===== src/rtl/ap_txn_sequencer_pkg.sv =====
// Shared types and helpers for the ap_ctrl_chain transaction sequencer.
// State encoding, default widths and the wrap-safe latency subtraction.
package ap_txn_seq_pkg;

  localparam int DEF_W = 16;

  typedef enum logic [2:0] {
    S_IDLE,
    S_RUN,
    S_DRAIN,
    S_DONE,
    S_ERR
  } state_t;

  // Low bits of the difference are exact modulo any width up to 32.
  function automatic logic [31:0] lat_of(
    input logic [31:0] now,
    input logic [31:0] was
  );
    return now - was;
  endfunction

endpackage


===== src/rtl/ap_txn_sequencer_if.sv =====
// Block-level ap_ctrl_chain handshake between sequencer and HLS kernel.
// The sequencer is master: it drives start and continue.
interface ap_txn_sequencer_if;

  logic ap_start;
  logic ap_ready;
  logic ap_done;
  logic ap_continue;

  modport master (
    output ap_start,
    output ap_continue,
    input  ap_ready,
    input  ap_done
  );

  modport slave (
    input  ap_start,
    input  ap_continue,
    output ap_ready,
    output ap_done
  );

endinterface


===== src/rtl/ap_txn_sequencer_ts_fifo.sv =====
// Issue-timestamp FIFO; its fill level doubles as the outstanding count.
// Same-cycle push and pop are both honoured.
module ts_fifo #(
  parameter int DEPTH = 4,
  parameter int W     = 16
) (
  input  logic                         clock,
  input  logic                         reset,
  input  logic                         push,
  input  logic [W-1:0]                 din,
  input  logic                         pop,
  output logic [W-1:0]                 dout,
  output logic [$clog2(DEPTH+1)-1:0]   level
);

  localparam int AW = (DEPTH > 1) ? $clog2(DEPTH) : 1;
  localparam logic [AW-1:0] LAST = AW'(DEPTH - 1);

  logic [W-1:0]  mem [DEPTH];
  logic [AW-1:0] wp;
  logic [AW-1:0] rp;

  function automatic logic [AW-1:0] nxt(input logic [AW-1:0] p);
    return (p == LAST) ? '0 : p + 1'b1;
  endfunction

  always_ff @(posedge clock) begin
    if (push) mem[wp] <= din;
  end

  always_ff @(posedge clock or posedge reset) begin
    if (reset) begin
      wp    <= '0;
      rp    <= '0;
      level <= '0;
    end else begin
      if (push) wp <= nxt(wp);
      if (pop)  rp <= nxt(rp);
      unique case ({push, pop})
        2'b10:   level <= level + 1'b1;
        2'b01:   level <= level - 1'b1;
        default: level <= level;
      endcase
    end
  end

  assign dout = mem[rp];

endmodule


===== src/rtl/ap_txn_sequencer.sv =====
// Drives an HLS kernel's ap_ctrl_chain port: issues N transactions,
// caps in-flight work, tracks latency min/max and a watchdog.
module ap_txn_sequencer
  import ap_txn_seq_pkg::*;
#(
  parameter int CNT_W   = DEF_W,
  parameter int MAX_OUT = 4,
  parameter int TS_W    = DEF_W,
  parameter int TO_W    = 20
) (
  input  logic              clock,
  input  logic              reset,
  input  logic              cfg_start,
  input  logic [CNT_W-1:0]  cfg_num_txn,
  input  logic [TO_W-1:0]   cfg_timeout,
  input  logic              sink_ready,
  ap_txn_sequencer_if.master ap,
  output logic              busy,
  output logic              all_done,
  output logic              timeout_err,
  output logic [CNT_W-1:0]  txn_issued,
  output logic [CNT_W-1:0]  txn_done,
  output logic [TS_W-1:0]   lat_min,
  output logic [TS_W-1:0]   lat_max
);

  localparam int OW = $clog2(MAX_OUT + 1);
  localparam logic [OW-1:0] OMAX = OW'(MAX_OUT);

  state_t            state;
  state_t            state_n;
  logic [TS_W-1:0]   ts;
  logic [CNT_W-1:0]  num_q;
  logic [TO_W-1:0]   to_q;
  logic [TO_W-1:0]   idle_cnt;
  logic [OW-1:0]     outstanding;
  logic [TS_W-1:0]   head;
  logic [TS_W-1:0]   lat;
  logic              start_c;
  logic              cont_c;
  logic              issue;
  logic              cmpl;
  logic              launch;
  logic              go;
  logic              last_iss;

  assign busy     = (state == S_RUN) || (state == S_DRAIN);
  assign all_done = (state == S_DONE);

  assign start_c = (state == S_RUN)
                 && (txn_issued < num_q)
                 && (outstanding < OMAX);
  assign cont_c  = busy && sink_ready;

  assign ap.ap_start    = start_c;
  assign ap.ap_continue = cont_c;

  assign issue  = start_c && ap.ap_ready;
  assign cmpl   = ap.ap_done && cont_c && (outstanding != '0);
  assign launch = cfg_start
               && ((state == S_IDLE) || (state == S_ERR));
  assign go     = launch && (cfg_num_txn != '0);

  assign last_iss = (txn_issued + CNT_W'(1)) == num_q;
  assign lat      = TS_W'(lat_of(32'(ts), 32'(head)));

  ts_fifo #(
    .DEPTH (MAX_OUT),
    .W     (TS_W)
  ) u_fifo (
    .clock (clock),
    .reset (reset),
    .push  (issue),
    .din   (ts),
    .pop   (cmpl),
    .dout  (head),
    .level (outstanding)
  );

  always_ff @(posedge clock or posedge reset) begin
    if (reset) state <= S_IDLE;
    else       state <= state_n;
  end

  always_comb begin
    state_n = state;
    unique case (state)
      S_IDLE, S_ERR: begin
        if (launch) state_n = go ? S_RUN : S_DONE;
      end
      S_RUN: begin
        if (issue && last_iss) state_n = S_DRAIN;
      end
      S_DRAIN: begin
        if (txn_done == num_q) state_n = S_DONE;
      end
      S_DONE:  state_n = S_IDLE;
      default: state_n = S_IDLE;
    endcase
    // Watchdog overrides any progress made in the expiring cycle.
    if (busy && (to_q != '0) && (idle_cnt == to_q))
      state_n = S_ERR;
  end

  always_ff @(posedge clock or posedge reset) begin
    if (reset) begin
      ts          <= '0;
      num_q       <= '0;
      to_q        <= '0;
      idle_cnt    <= '0;
      txn_issued  <= '0;
      txn_done    <= '0;
      lat_min     <= '1;
      lat_max     <= '0;
      timeout_err <= 1'b0;
    end else begin
      ts <= ts + 1'b1;
      if (launch) begin
        num_q <= cfg_num_txn;
        to_q  <= cfg_timeout;
      end
      if (go || issue || cmpl) idle_cnt <= '0;
      else if (busy)           idle_cnt <= idle_cnt + 1'b1;
      if (state_n == S_ERR) timeout_err <= 1'b1;
      else if (go)          timeout_err <= 1'b0;
      if (go) begin
        txn_issued <= '0;
        txn_done   <= '0;
        lat_min    <= '1;
        lat_max    <= '0;
      end else begin
        if (issue) txn_issued <= txn_issued + 1'b1;
        if (cmpl) begin
          txn_done <= txn_done + 1'b1;
          if (lat < lat_min) lat_min <= lat;
          if (lat > lat_max) lat_max <= lat;
        end
      end
    end
  end

endmodule


===== src/flat_wrapper.sv =====
// flat-port wrapper written by rule: the top's interface ports become plain ports
module ap_txn_sequencer_flat import ap_txn_seq_pkg::*;
#(
  parameter int CNT_W   = DEF_W,
  parameter int MAX_OUT = 4,
  parameter int TS_W    = DEF_W,
  parameter int TO_W    = 20
)
  (clock, reset, cfg_start, cfg_num_txn, cfg_timeout, sink_ready, busy, all_done, timeout_err, txn_issued, txn_done, lat_min, lat_max, ap_ap_start, ap_ap_continue, ap_ap_ready, ap_ap_done);
  ap_txn_sequencer_if ap_i ();
  input  logic clock;
  input  logic reset;
  input  logic cfg_start;
  input  logic [CNT_W-1:0] cfg_num_txn;
  input  logic [TO_W-1:0] cfg_timeout;
  input  logic sink_ready;
  output logic busy;
  output logic all_done;
  output logic timeout_err;
  output logic [CNT_W-1:0] txn_issued;
  output logic [CNT_W-1:0] txn_done;
  output logic [TS_W-1:0] lat_min;
  output logic [TS_W-1:0] lat_max;
  output wire logic [$bits(ap_i.ap_start)-1:0] ap_ap_start;
  output wire logic [$bits(ap_i.ap_continue)-1:0] ap_ap_continue;
  input wire logic [$bits(ap_i.ap_ready)-1:0] ap_ap_ready;
  input wire logic [$bits(ap_i.ap_done)-1:0] ap_ap_done;
  assign ap_ap_start = ap_i.ap_start;
  assign ap_ap_continue = ap_i.ap_continue;
  assign ap_i.ap_ready = ap_ap_ready;
  assign ap_i.ap_done = ap_ap_done;
  ap_txn_sequencer #(.CNT_W(CNT_W), .MAX_OUT(MAX_OUT), .TS_W(TS_W), .TO_W(TO_W)) u_core (.clock(clock), .reset(reset), .cfg_start(cfg_start), .cfg_num_txn(cfg_num_txn), .cfg_timeout(cfg_timeout), .sink_ready(sink_ready), .ap(ap_i), .busy(busy), .all_done(all_done), .timeout_err(timeout_err), .txn_issued(txn_issued), .txn_done(txn_done), .lat_min(lat_min), .lat_max(lat_max));
endmodule

===== config.mk =====
export PLATFORM = sky130hd
export DESIGN_NAME = ap_txn_sequencer_flat
export DESIGN_NICKNAME = d
export VERILOG_FILES = /design/src/rtl/ap_txn_sequencer_pkg.sv /design/src/rtl/ap_txn_sequencer_if.sv /design/src/rtl/ap_txn_sequencer_ts_fifo.sv /design/src/rtl/ap_txn_sequencer.sv /design/src/flat_wrapper.sv
export SDC_FILE = /design/constraint.sdc
export NUM_CORES = 1
export LEC_CHECK = 0
export ABC_AREA = 1
export CAP_MARGIN = 40
export CORE_MARGIN = 1.5
export CORE_UTILIZATION = 60
export DETAILED_ROUTE_END_ITERATION = 8
export PLACE_DENSITY = 0.9
export RECOVER_POWER = 25
export SLEW_MARGIN = 10
export SYNTH_ARGS = -nofsm -noshare
export SYNTH_HDL_FRONTEND = slang
export SYNTH_SLANG_ARGS = --single-unit

===== constraint.sdc =====
create_clock -name clock -period 11.5 [get_ports clock]
set_clock_uncertainty 0.2 [all_clocks]
set_input_delay 2.3 -clock clock [delete_from_list [all_inputs] [get_ports clock]]
set_output_delay 2.3 -clock clock [all_outputs]
set_load 0.005 [all_outputs]

# Word-level counts from Yosys, hierarchy flattened
# Memories as Yosys holds them, arrays and structs flattened.
# Cells that the tools add are included.
# word_totals
wordCells,93
inputBits,42
ff_bits,147
memories,1
mem_bits_rw,64
# mem_list
memory,words,word_bits,read_ports,rd_clocked_by_memory_dff,write_ports,line,source
u_core.u_fifo.mem,4,16,1,0,1,ap_txn_sequencer_ts_fifo.sv:19,logic [W-1:0] mem [DEPTH];
# classes
n_mux,25
n_lt_le_gt_ge,4
eq_ne,12
reduce_logical,29
addsub,9
# ops
op,count
$mux W16,10
$add A16 B1 Y16 const B,3
$mux W20,2
$eq A16 B16 Y1,2
$lt A16 B16 Y1,2
$add A20 B1 Y20 const B,1
$eq A20 B20 Y1,1
$reduce_bool A20 Y1,1
$gt A16 B16 Y1,1
$reduce_bool A16 Y1,1
$sub A16 B16 Y16,1
$reduce_bool A2 Y1,7
$mux W3,4
$logic_and A1 B1 Y1,11
$pmux W3 S3,1
$eq A2 B2 Y1 const B,3
$eq A3 B2 Y1 const B,2
$eq A3 B3 Y1 const B,2
$mux W2,3
$pmux W3 S2,1
$add A2 B1 Y2 const B,2
$logic_or A1 B1 Y1,4
$mux W1,4
$reduce_and A2 Y1,2
8 further kinds,8

# Depth between registers and ports, before layout
# Gate-level depths: netlist of run 1.
# logic_depth
word_depth,10
mapped_depth,26
ltp_nobuf,23

# Hierarchy
# A second synthesis of run 1 with hierarchy kept.
# unflattened
hier_cells,1437
hier_area_um2,12087.8
# by_module_without_submodules
module,area_each_um2,cells_each,instances
ap_txn_sequencer,9066.2,1168,1
ts_fifo,3021.6,269,1

# Worst setup path before layout of run 1
# No wires, ideal clock.
# synth_timing
path_kind,input-to-output
start,input sink_ready
end,output ap_ap_continue
path_stages,2
t_required_ns,9.000
path_buffers,0
arrival_time_ns,2.458
setup_slack_ns,6.542
cell_sequence,inv_1 > nor2_2
# synth_between
elab_chain_len,1
# synth_lines
item,line,source
start: declaration,flat_wrapper.sv:16,input logic sink_ready;
$logic_and A1 B1 Y1,ap_txn_sequencer.sv:53,assign cont_c = busy && sink_ready;
end: declaration,flat_wrapper.sv:25,output wire logic [$bits(ap_i.ap_continue)-1:0] ap_ap_continue;
# Every way passes these cells.

# Final worst setup path of run 1
# Same ends and word-level chain as after synthesis.

==> results of run 1 <==
## area by class of cell
class                      count  area [um2]
sequential                   211        5620
fill                        1322        5460
clock buffer                  29         639
inverter                     163         613
clock inverter                13         113
multi-input combinational    966        5450
timing repair buffer         120        1240
tap                          265         332
## registers in the layout (all words and copies together) (netlist names)
signal / flops
u_core.idle_cnt: 20
u_core.lat_max: 16
u_core.lat_min: 16
u_core.num_q: 16
u_core.state: 3
u_core.timeout_err: 1
u_core.to_q: 20
u_core.ts: 16
u_core.txn_done: 16
u_core.txn_issued: 16
u_core.u_fifo.level: 3
u_core.u_fifo.mem: 64
u_core.u_fifo.rp: 2
u_core.u_fifo.wp: 2
## critical path, delay by kind of cell
kind | cells | cell delay, ps
buffers and inverters | 3 | 1010
AND/OR/NAND/NOR | 1 | 130
## cells in the mapped netlist (all sizes together), types with 2 or more instances
master	n	area share
nor3b	2	0.0013
xor2	47	0.035
and3	2	0.0011
buf	19	0.0098
nand4	28	0.015
fa	2	0.0034
a21boi	2	0.0016
nand2	311	0.10
dfstp	16	0.035
o211ai	3	0.0019
a21oi	66	0.028
nand3	94	0.041
inv	163	0.052
a32o	14	0.012
ha	73	0.077
o21a	3	0.0019
a31oi	4	0.0021
or2	4	0.0021
and2	3	0.0016
xnor2	21	0.015
nor3	33	0.015
nor2	122	0.043
o22ai	7	0.0037
o21ai	101	0.043
clkbuf	18	0.0057
dfrtp	131	0.28
nor4	18	0.0095
edfxtp	64	0.16
## cell usage in the layout, fill, tap and decap left out, types with 4 or more instances in the layout
cell type,synthesis,layout
nand4_1,27,27
a31oi_1,4,4
nand2_1,304,304
a32o_1,14,14
buf_4,2,7
nor2_1,110,110
o21ai_1,7,7
edfxtp_1,64,64
inv_2,4,4
clkinv_2,0,5
nor4_1,18,18
nor2_2,7,6
clkbuf_16,0,24
inv_1,159,158
nand2_2,7,7
o22ai_1,7,7
nand3_1,90,90
ha_1,73,73
xor2_1,47,47
or2_2,4,4
o21ai_0,93,93
nor3_1,30,32
dfstp_2,16,16
a21oi_1,66,66
clkdlybuf4s50_1,0,108
nand3_2,4,4
xnor2_1,21,21
dfrtp_1,131,131
nor2_4,5,6
## layer usage
| metal | global-route usage | vias to the layer above | share of wire |
|---|---|---|---|
| met5 | 0 | - | 0 |
| met4 | 0.110 | 0 | 0.031 |
| met3 | 0.0470 | 83 | 0.088 |
| met2 | 0.498 | 521 | 0.48 |
| met1 | 0.388 | 4896 | 0.40 |
| li1 | - | 4838 | - |
## cells by family after synthesis
logic type / Yosys count / share of synthesized area
and+or+nand+nor: 619 / 0.232
DFF: 211 / 0.473
AOI/OAI and AO/OA: 203 / 0.0957
buffers and inverters: 200 / 0.0670
adders and majority gates: 75 / 0.0803
xor gates and xnor gates: 69 / 0.0521
## worst max path at each step
stage | to | slack, ps | start | cells past startpoint
4_1_cts | ap_ap_continue | 5560 | sink_ready | 4
6_report | ap_ap_continue | 5560 | sink_ready | 4
3_3_place_gp | ap_ap_continue | 5560 | sink_ready | 4
5_1_grt | ap_ap_continue | 5490 | sink_ready | 4
3_5_place_dp | ap_ap_continue | 5570 | sink_ready | 4
2_1_floorplan | u_core.idle_cnt[0] | 5080 | reset | 1
## through the flow
| step | cell area, um2 | setup WS (ps) | std cells | utilization |
|---|---|---|---|---|
| 2_1_floorplan | 11900 | 5080 | 1377 | - |
| 3_3_place_gp | 13200 | 5560 | 1722 | 0.678 |
| 3_5_place_dp | 13300 | 5570 | 1725 | 0.682 |
| 4_1_cts | 14000 | 5560 | 1767 | 0.720 |
| 5_1_grt | 14000 | 5490 | 1767 | 0.720 |
| 6_report | 14000 | 5560 | 1767 | 0.720 |
## power by group
part | leakage [nW] | switching (mW) | internal, mW
clock | 0.365 | 0.307 | 0.420
sequential | 2.49 | 0.133 | 0.948
combinational | 3.38 | 0.935 | 0.609
total | 6.23 | 1.37 | 1.98
==> results.py, run 1 <==
metrics = {
    "clock_network": {
        "cts_tree": "built",
        "cts_setup_buffers": 0,
        "clkTransAtPathRegs_ps": 60,
        "clockRootBuffer": "clkbuf_16",
        "hold_buffers": 0,
        "clk-insertion-delay-late_ps": 520,
        "clock-sinks": 211,
        "post_cts_resized": 0,
        "cts_buffers": 23,
        "ctsLongestPathBuffers": 3,
        "htreeDepth": 1,
    },
    "finish": {
        "drive_above_1_share": 0.0672,
        "n_antenna_cell": 0,
        "area_growth_pct": 18.0,
        "nets": 1602,
    },
    "floorplanning": {
        "die_y_um": 144,
        "initial_core_util": 0.610,
        "num_io_pins": 111,
        "dieArea_um2": 20600,
        "fp.dieW_um": 144,
        "rows": 51,
        "fp.coreArea_um2": 19500,
    },
    "routing": {
        "via_per_inst": 5.85,
        "routed_wl_um": 29500,
        "postRouteAntennaNets": 0,
        "drt_first_pass_iters": 5,
        "drc": 0,
        "wl_per_cell_um": 16.7,
        "vias": 10300,
        "drt_iter0_markers": 886,
    },
    "yosys": {
        "ys.warnings.count": 0,
        "synth_area_um2": 11900,
        "synth_cell_types": 47,
        "netlist_instances": 1377,
        "synth-edff-count": 64,
        "ys_seq_elements": 211,
        "syn-num-nets": 1494,
        "async_flop_share": 0.697,
        "ys_seq_area_frac": 0.473,
        "synth_area_per_cell_um2": 8.62,
        "synthFlopType": "dfrtp_1",
    },
    "worst_hold_path": {
        "min-delay-start": "u_core.u_fifo.level[0]",
        "min_to": "u_core.u_fifo.level[0]",
        "hp-class": "flip-flop to flip-flop",
        "min_path_cells": 1,
    },
    "worst_setup_path": {
        "crit_fanout": 2,
        "rrSetupSlack_ps": 6360,
        "r2r-start": "u_core.u_fifo.rp[0]",
        "reg2reg_to": "u_core.lat_max[3]",
        "critPathSlowestCell": "clkdlybuf4s50_1",
        "crit_type": "input pin to output pin",
        "cp-start-kind": "input pin",
        "crit_arrival_ps": 3440,
        "worstRegToRegCells": 23,
        "slowest_delay_ps": 520,
        "path_common_cell": "clkdlybuf4s50_1",
        "endpoint_kind": "output pin",
        "cp_cell_sequence": "clkdlybuf4s50_1 -> inv_1 -> nor2_2 -> clkdlybuf4s50_1",
        "critPathRequiredTime_ps": 9000,
    },
    "grt": {
        "globalRouteTotalUtil": 0.296,
        "grt_first_pass_wirelength_um": 48500,
        "grt_max_degree": 69,
        "antenna_found_initial": 0,
        "overflow": 0,
        "grt_pass1_vias": 10100,
    },
    "sta": {
        "timing.hold.ws_ps": 294,
        "slew_viol_final": 67,
        "finalSetupViolations": 0,
        "fmax_mhz": 168,
        "worstMarginPinSlew_ps": 2870,
        "period_needed_ps": 5940,
        "rsz0062_at_grt": "false",
        "slew_headroom": -0.926,
        "hold_viol": 0,
        "min_period_over_period": 0.517,
        "fin_tns_setup_ps": 0,
    },
    "placed_design": {
        "hpwl_um": 20900,
        "port_buffers": 110,
        "gp_congestion": 0.908,
    },
    "power": {
        "power.leakage_nw": 6.23,
        "p_total_mw": 3.35,
        "power.density_nw_per_um2": 239,
        "peakVddDrop_uv": 142,
    },
    "flow_run": {
        "cap_violations": 1,
    },
    "status": {
        "failed_checks": "capacitance limit, slew limit",
        "status": "finished with violations",
    },
}
Note: power is estimated with default switching activity, not from simulation.
==> inputs of run 2 (changes only) <==
--- a/config.mk
+++ b/config.mk
@@ -8,9 +8,9 @@
 export ABC_AREA = 1
 export CAP_MARGIN = 40
 export CORE_MARGIN = 1.5
-export CORE_UTILIZATION = 60
+export CORE_UTILIZATION = 58
 export DETAILED_ROUTE_END_ITERATION = 8
-export PLACE_DENSITY = 0.9
+export PLACE_DENSITY = 0.88
 export RECOVER_POWER = 25
 export SLEW_MARGIN = 10
 export SYNTH_ARGS = -nofsm -noshare
==> constraint.sdc (replaced) <==
create_clock -name clock -period 6.2 [get_ports clock]
set_clock_uncertainty 0.2 [all_clocks]
set_input_delay 1.24 -clock clock [delete_from_list [all_inputs] [get_ports clock]]
set_output_delay 1.24 -clock clock [all_outputs]
set_load 0.005 [all_outputs]
==> run 2 against run 1 <==
The flow still finishes with violations (capacitance limit, slew limit). Die area rose by 3.4%. Via count decreased by 0.66%. Global-route usage down 1.8 points. Non-clock buffer count fell by 1. Wire length rose by 0.28%. Worst setup slack lost 4500 ps. Clock-buffer cell count down 2. Flip-flop and latch count stayed put. Register-to-register slack worse by 5300 ps. Critical endpoint is now u_core.lat_max[12]. Largest cell class unchanged.
==> results.py, run 2 (synthesis results as in run 1) <==
metrics = {
    "status": {
        "status": "finished with violations",
        "failed_checks": "capacitance limit, slew limit",
    },
    "floorplanning": {
        "rows": 52,
        "dieArea_um2": 21300,
        "fp.dieW_um": 146,
        "num_io_pins": 111,
        "fp.coreArea_um2": 20200,
        "initial_core_util": 0.589,
        "die_y_um": 146,
    },
    "grt": {
        "globalRouteTotalUtil": 0.278,
        "overflow": 0,
        "grt_first_pass_wirelength_um": 48100,
        "grt_max_degree": 85,
        "antenna_found_initial": 0,
        "grt_pass1_vias": 9843,
    },
    "routing": {
        "drc": 0,
        "drt_iter0_markers": 950,
        "postRouteAntennaNets": 0,
        "drt_first_pass_iters": 6,
        "routed_wl_um": 29600,
        "via_per_inst": 5.80,
        "vias": 10300,
        "wl_per_cell_um": 16.7,
    },
    "worst_setup_path": {
        "crit_fanout": 31,
        "critPathRequiredTime_ps": 6400,
        "crit_arrival_ps": 5360,
        "endpoint_kind": "flip-flop",
        "crit_type": "flip-flop to flip-flop",
        "cp-start-kind": "flip-flop",
    },
    "placed_design": {
        "port_buffers": 110,
        "place_ws_ps": 1240,
        "hpwl_um": 21000,
        "dp.cells": 1729,
        "gp_congestion": 0.911,
        "place_area_um2": 13200,
    },
    "finish": {
        "post-route-util": 0.694,
        "top_regs": "u_core.u_fifo.mem (64), u_core.idle_cnt (20), u_core.to_q (20)",
        "fin_area_um2": 14000,
        "nets": 1601,
        "stdcell_count": 1771,
        "regMostFlops": "u_core.u_fifo.mem",
        "final_common_cell": "nand2_1",
        "n_antenna_cell": 0,
        "area_growth_pct": 17.9,
        "mostFrequentLayoutCells": "305 x nand2_1, 158 x inv_1, 131 x dfrtp_1",
        "regArea_um2": 5620,
        "fillCellCount": 1519,
        "drive_above_1_share": 0.0666,
        "multi_input_area_um2": 5460,
        "largest_reg_flops": 64,
    },
    "clock_network": {
        "cts_tree": "built",
        "post_cts_resized": 0,
        "cts_buffers": 23,
        "ctsLongestPathBuffers": 3,
        "clk-insertion-delay-late_ps": 530,
        "clock-sinks": 211,
        "htreeDepth": 1,
        "hold_buffers": 0,
        "cts_setup_buffers": 0,
        "clkTransAtPathRegs_ps": 60,
        "clockRootBuffer": "clkbuf_16",
    },
    "flow_run": {
        "cap_violations": 1,
    },
    "sta": {
        "fmax_mhz": 194,
        "period_needed_ps": 5160,
        "timing.hold.ws_ps": 275,
        "hold_viol": 0,
        "slew_viol_final": 85,
        "final.setup.worst_slack_ps": 1040,
        "worstMarginPinSlew_ps": 2130,
        "min_period_over_period": 0.832,
        "slew_headroom": -0.421,
        "finalSetupViolations": 0,
        "fin_tns_setup_ps": 0,
        "rsz0062_at_grt": "false",
    },
    "power": {
        "peakVddDrop_uv": 285,
        "power.density_nw_per_um2": 448,
        "power.leakage_nw": 6.22,
        "p_total_mw": 6.27,
    },
    "worst_hold_path": {
        "hp-class": "flip-flop to flip-flop",
    },
}
-- run 2: path summary, 6_finish.rpt --
path	from	endpoint	slack, ps	cells after the start
min	u_core.u_fifo.level[0]	u_core.u_fifo.level[0]	270	1
max	u_core.u_fifo.rp[1]	u_core.lat_max[12]	1040	21
min reg2reg	u_core.u_fifo.level[0]	u_core.u_fifo.level[0]	270	1
max in group asynchronous	reset	u_core.lat_min[7]	1710	4
max reg2reg	u_core.u_fifo.rp[1]	u_core.lat_max[12]	1040	21
min in group asynchronous	reset	u_core.to_q[10]	1220	2
-- run 2: layout make-up --
type | count | area share
sequential | 211 | 0.401
multi-input combinational | 966 | 0.390
timing repair buffer | 119 | 0.0833
inverter | 163 | 0.0438
clock buffer | 27 | 0.0429
tap | 270 | 0.0241
clock inverter | 15 | 0.0148
-- run 2: report_power, final --
part	leakage [nW]	switching, mW	total, mW	internal, mW
logic	3.35	1.73	2.82	1.09
registers	2.49	0.242	2.00	1.76
clock network	0.385	0.579	1.45	0.872
-- run 2: routing by layer --
metal / global-route usage / share of wire
met2: 0.474 / 0.48
met3: 0.0450 / 0.086
met4: 0.0879 / 0.030
met1: 0.367 / 0.40
met5: 0 / 0
-- run 2: worst max-delay path, cell delays in order (launching register included) --
cell	delay [ps]
dfrtp_1	410
inv_1	680
o21ai_0	220
o22ai_1	170
ha_1	170
inv_1	60
fa_1	420
nand3_1	100
nand2_1	100
a21boi_1	210
o21ai_0	150
a21oi_1	190
xor2_1	200
inv_1	110
ha_1	300
nand4_1	130
nor2_1	120
a31oi_1	90
nand2_1	540
inv_2	240
nand2_1	130
nand2_1	70
==> inputs of run 3 (changes only) <==
==> constraint.sdc (replaced) <==
create_clock -name clock -period 5.3 [get_ports clock]
set_clock_uncertainty 0.2 [all_clocks]
set_input_delay 1.06 -clock clock [delete_from_list [all_inputs] [get_ports clock]]
set_output_delay 1.06 -clock clock [all_outputs]
set_load 0.005 [all_outputs]
==> run 3 against run 2 <==
The run still ends with capacitance limit, slew limit left. Worst hold slack improved by 35 ps. Combinational power increased by 17%. Fmax increased by 7.8%. Largest cell class unchanged. Highest routed layer unchanged.
==> results.py, run 3 (synthesis results as in run 1) <==
metrics = {
    "sta": {
        "worstMarginPinSlew_ps": 3360,
        "fin_tns_setup_ps": 0,
        "slew_viol_final": 89,
        "rsz0062_at_grt": "false",
        "min_period_over_period": 0.903,
        "finalSetupViolations": 0,
        "fmax_mhz": 209,
        "period_needed_ps": 4780,
        "final.setup.worst_slack_ps": 516,
        "hold_viol": 0,
        "slew_headroom": -1.24,
    },
    "clock_network": {
        "htreeDepth": 1,
        "cts_setup_buffers": 0,
        "hold_buffers": 0,
        "clockRootBuffer": "clkbuf_16",
        "clock-sinks": 211,
        "cts_buffers": 23,
        "post_cts_resized": 0,
        "clk-insertion-delay-late_ps": 510,
        "cts_tree": "built",
        "ctsLongestPathBuffers": 3,
        "clkTransAtPathRegs_ps": 60,
    },
    "placed_design": {
        "place_ws_ps": 580,
        "port_buffers": 110,
        "hpwl_um": 21600,
        "gp_congestion": 0.937,
    },
    "routing": {
        "vias": 10200,
        "wl_per_cell_um": 16.8,
        "drt_iter0_markers": 920,
        "drc": 0,
        "routed_wl_um": 29900,
        "via_per_inst": 5.75,
        "postRouteAntennaNets": 0,
        "drt_first_pass_iters": 5,
    },
    "finish": {
        "regArea_um2": 5620,
        "largest_reg_flops": 64,
        "mostFrequentLayoutCells": "305 x nand2_1, 158 x inv_1, 131 x dfrtp_1",
        "nets": 1604,
        "top_regs": "u_core.u_fifo.mem (64), u_core.idle_cnt (20), u_core.to_q (20)",
        "final_common_cell": "nand2_1",
        "drive_above_1_share": 0.0685,
        "n_antenna_cell": 0,
        "regMostFlops": "u_core.u_fifo.mem",
        "area_growth_pct": 17.5,
        "multi_input_area_um2": 5460,
        "fillCellCount": 1503,
        "post-route-util": 0.692,
    },
    "worst_hold_path": {
        "hp-class": "flip-flop to flip-flop",
    },
    "status": {
        "status": "finished with violations",
        "failed_checks": "capacitance limit, slew limit",
    },
    "worst_setup_path": {
        "crit_fanout": 26,
        "critPathRequiredTime_ps": 5530,
        "crit_arrival_ps": 5010,
        "endpoint_kind": "flip-flop",
        "cp-start-kind": "flip-flop",
        "crit_type": "flip-flop to flip-flop",
    },
    "grt": {
        "grt_max_degree": 89,
        "overflow": 0,
        "grt_first_pass_wirelength_um": 48800,
        "globalRouteTotalUtil": 0.283,
        "antenna_found_initial": 0,
        "grt_pass1_vias": 9961,
    },
    "power": {
        "p_comb_frac": 0.458,
        "p_clk_frac": 0.217,
        "power.density_nw_per_um2": 516,
        "p_int_mw": 4.24,
        "p_sw_mw": 2.96,
        "power.leakage_nw": 6.21,
        "p_total_mw": 7.20,
        "peakVddDrop_uv": 358,
        "swShare": 0.411,
        "p_seq_frac": 0.326,
    },
    "floorplanning": {
        "rows": 52,
        "dieArea_um2": 21300,
        "die_y_um": 146,
        "fp.dieW_um": 146,
        "num_io_pins": 111,
        "fp.coreArea_um2": 20200,
        "initial_core_util": 0.589,
    },
    "flow_run": {
        "cap_violations": 1,
    },
}
[run 3: final cells by class]
type	count	area share
clock buffer	24	0.0415
clock inverter	18	0.0108
inverter	163	0.0441
multi-input combinational	966	0.391
sequential	211	0.403
tap	270	0.0242
timing repair buffer	122	0.0854
[run 3: critical path: stages (launching register included)]
cell,delay [ps]
dfrtp_1,380
inv_1,560
o21ai_0,160
o22ai_1,160
ha_1,170
inv_1,60
fa_1,420
nand3_1,100
nand2_1,110
a21boi_1,210
o21ai_0,160
a21oi_1,190
xor2_1,210
inv_1,110
ha_1,280
nand2_1,70
o21ai_0,90
a21oi_1,170
nand3_2,180
nand2_2,350
o21ai_0,200
o21ai_0,120
[run 3: worst paths after layout]
path | to | slack, ps | cells past startpoint | start
max | u_core.lat_min[6] | 520 | 21 | u_core.u_fifo.rp[0]
min | u_core.u_fifo.level[1] | 310 | 2 | u_core.u_fifo.level[1]
max reg2reg | u_core.lat_min[6] | 520 | 21 | u_core.u_fifo.rp[0]
min reg2reg | u_core.u_fifo.level[1] | 310 | 2 | u_core.u_fifo.level[1]
max in group asynchronous | u_core.txn_issued[14] | 940 | 2 | reset
min in group asynchronous | u_core.to_q[9] | 2010 | 2 | reset
[run 3: metrics by stage]
step | instances | hold WS (ps) | area, um2
after floorplan | 1377 | 246 | 11900
after global placement | 1732 | 265 | 13200
after detailed placement | 1732 | 275 | 13200
after CTS | 1774 | 305 | 14000
after global routing | 1774 | 335 | 14000
final | 1774 | 309 | 14000
[run 3: per-layer routing]
metal	GRT usage	wire length, um	up-vias
met3	0.0422	2320	80
li1	-	-	4837
met1	0.372	12200	4818
met5	0	0	-
met2	0.484	14600	463
met4	0.0909	803	0
[run 3: power by group through the flow]
stage	sequential, mW	combinational (mW)	clock, mW
after floorplan	2.30	2.25	0
after CTS	2.33	3.29	1.57
after detailed placement	2.36	3.23	0
after global placement	2.34	3.11	0
after global routing	2.38	3.71	1.64
final	2.34	3.29	1.56
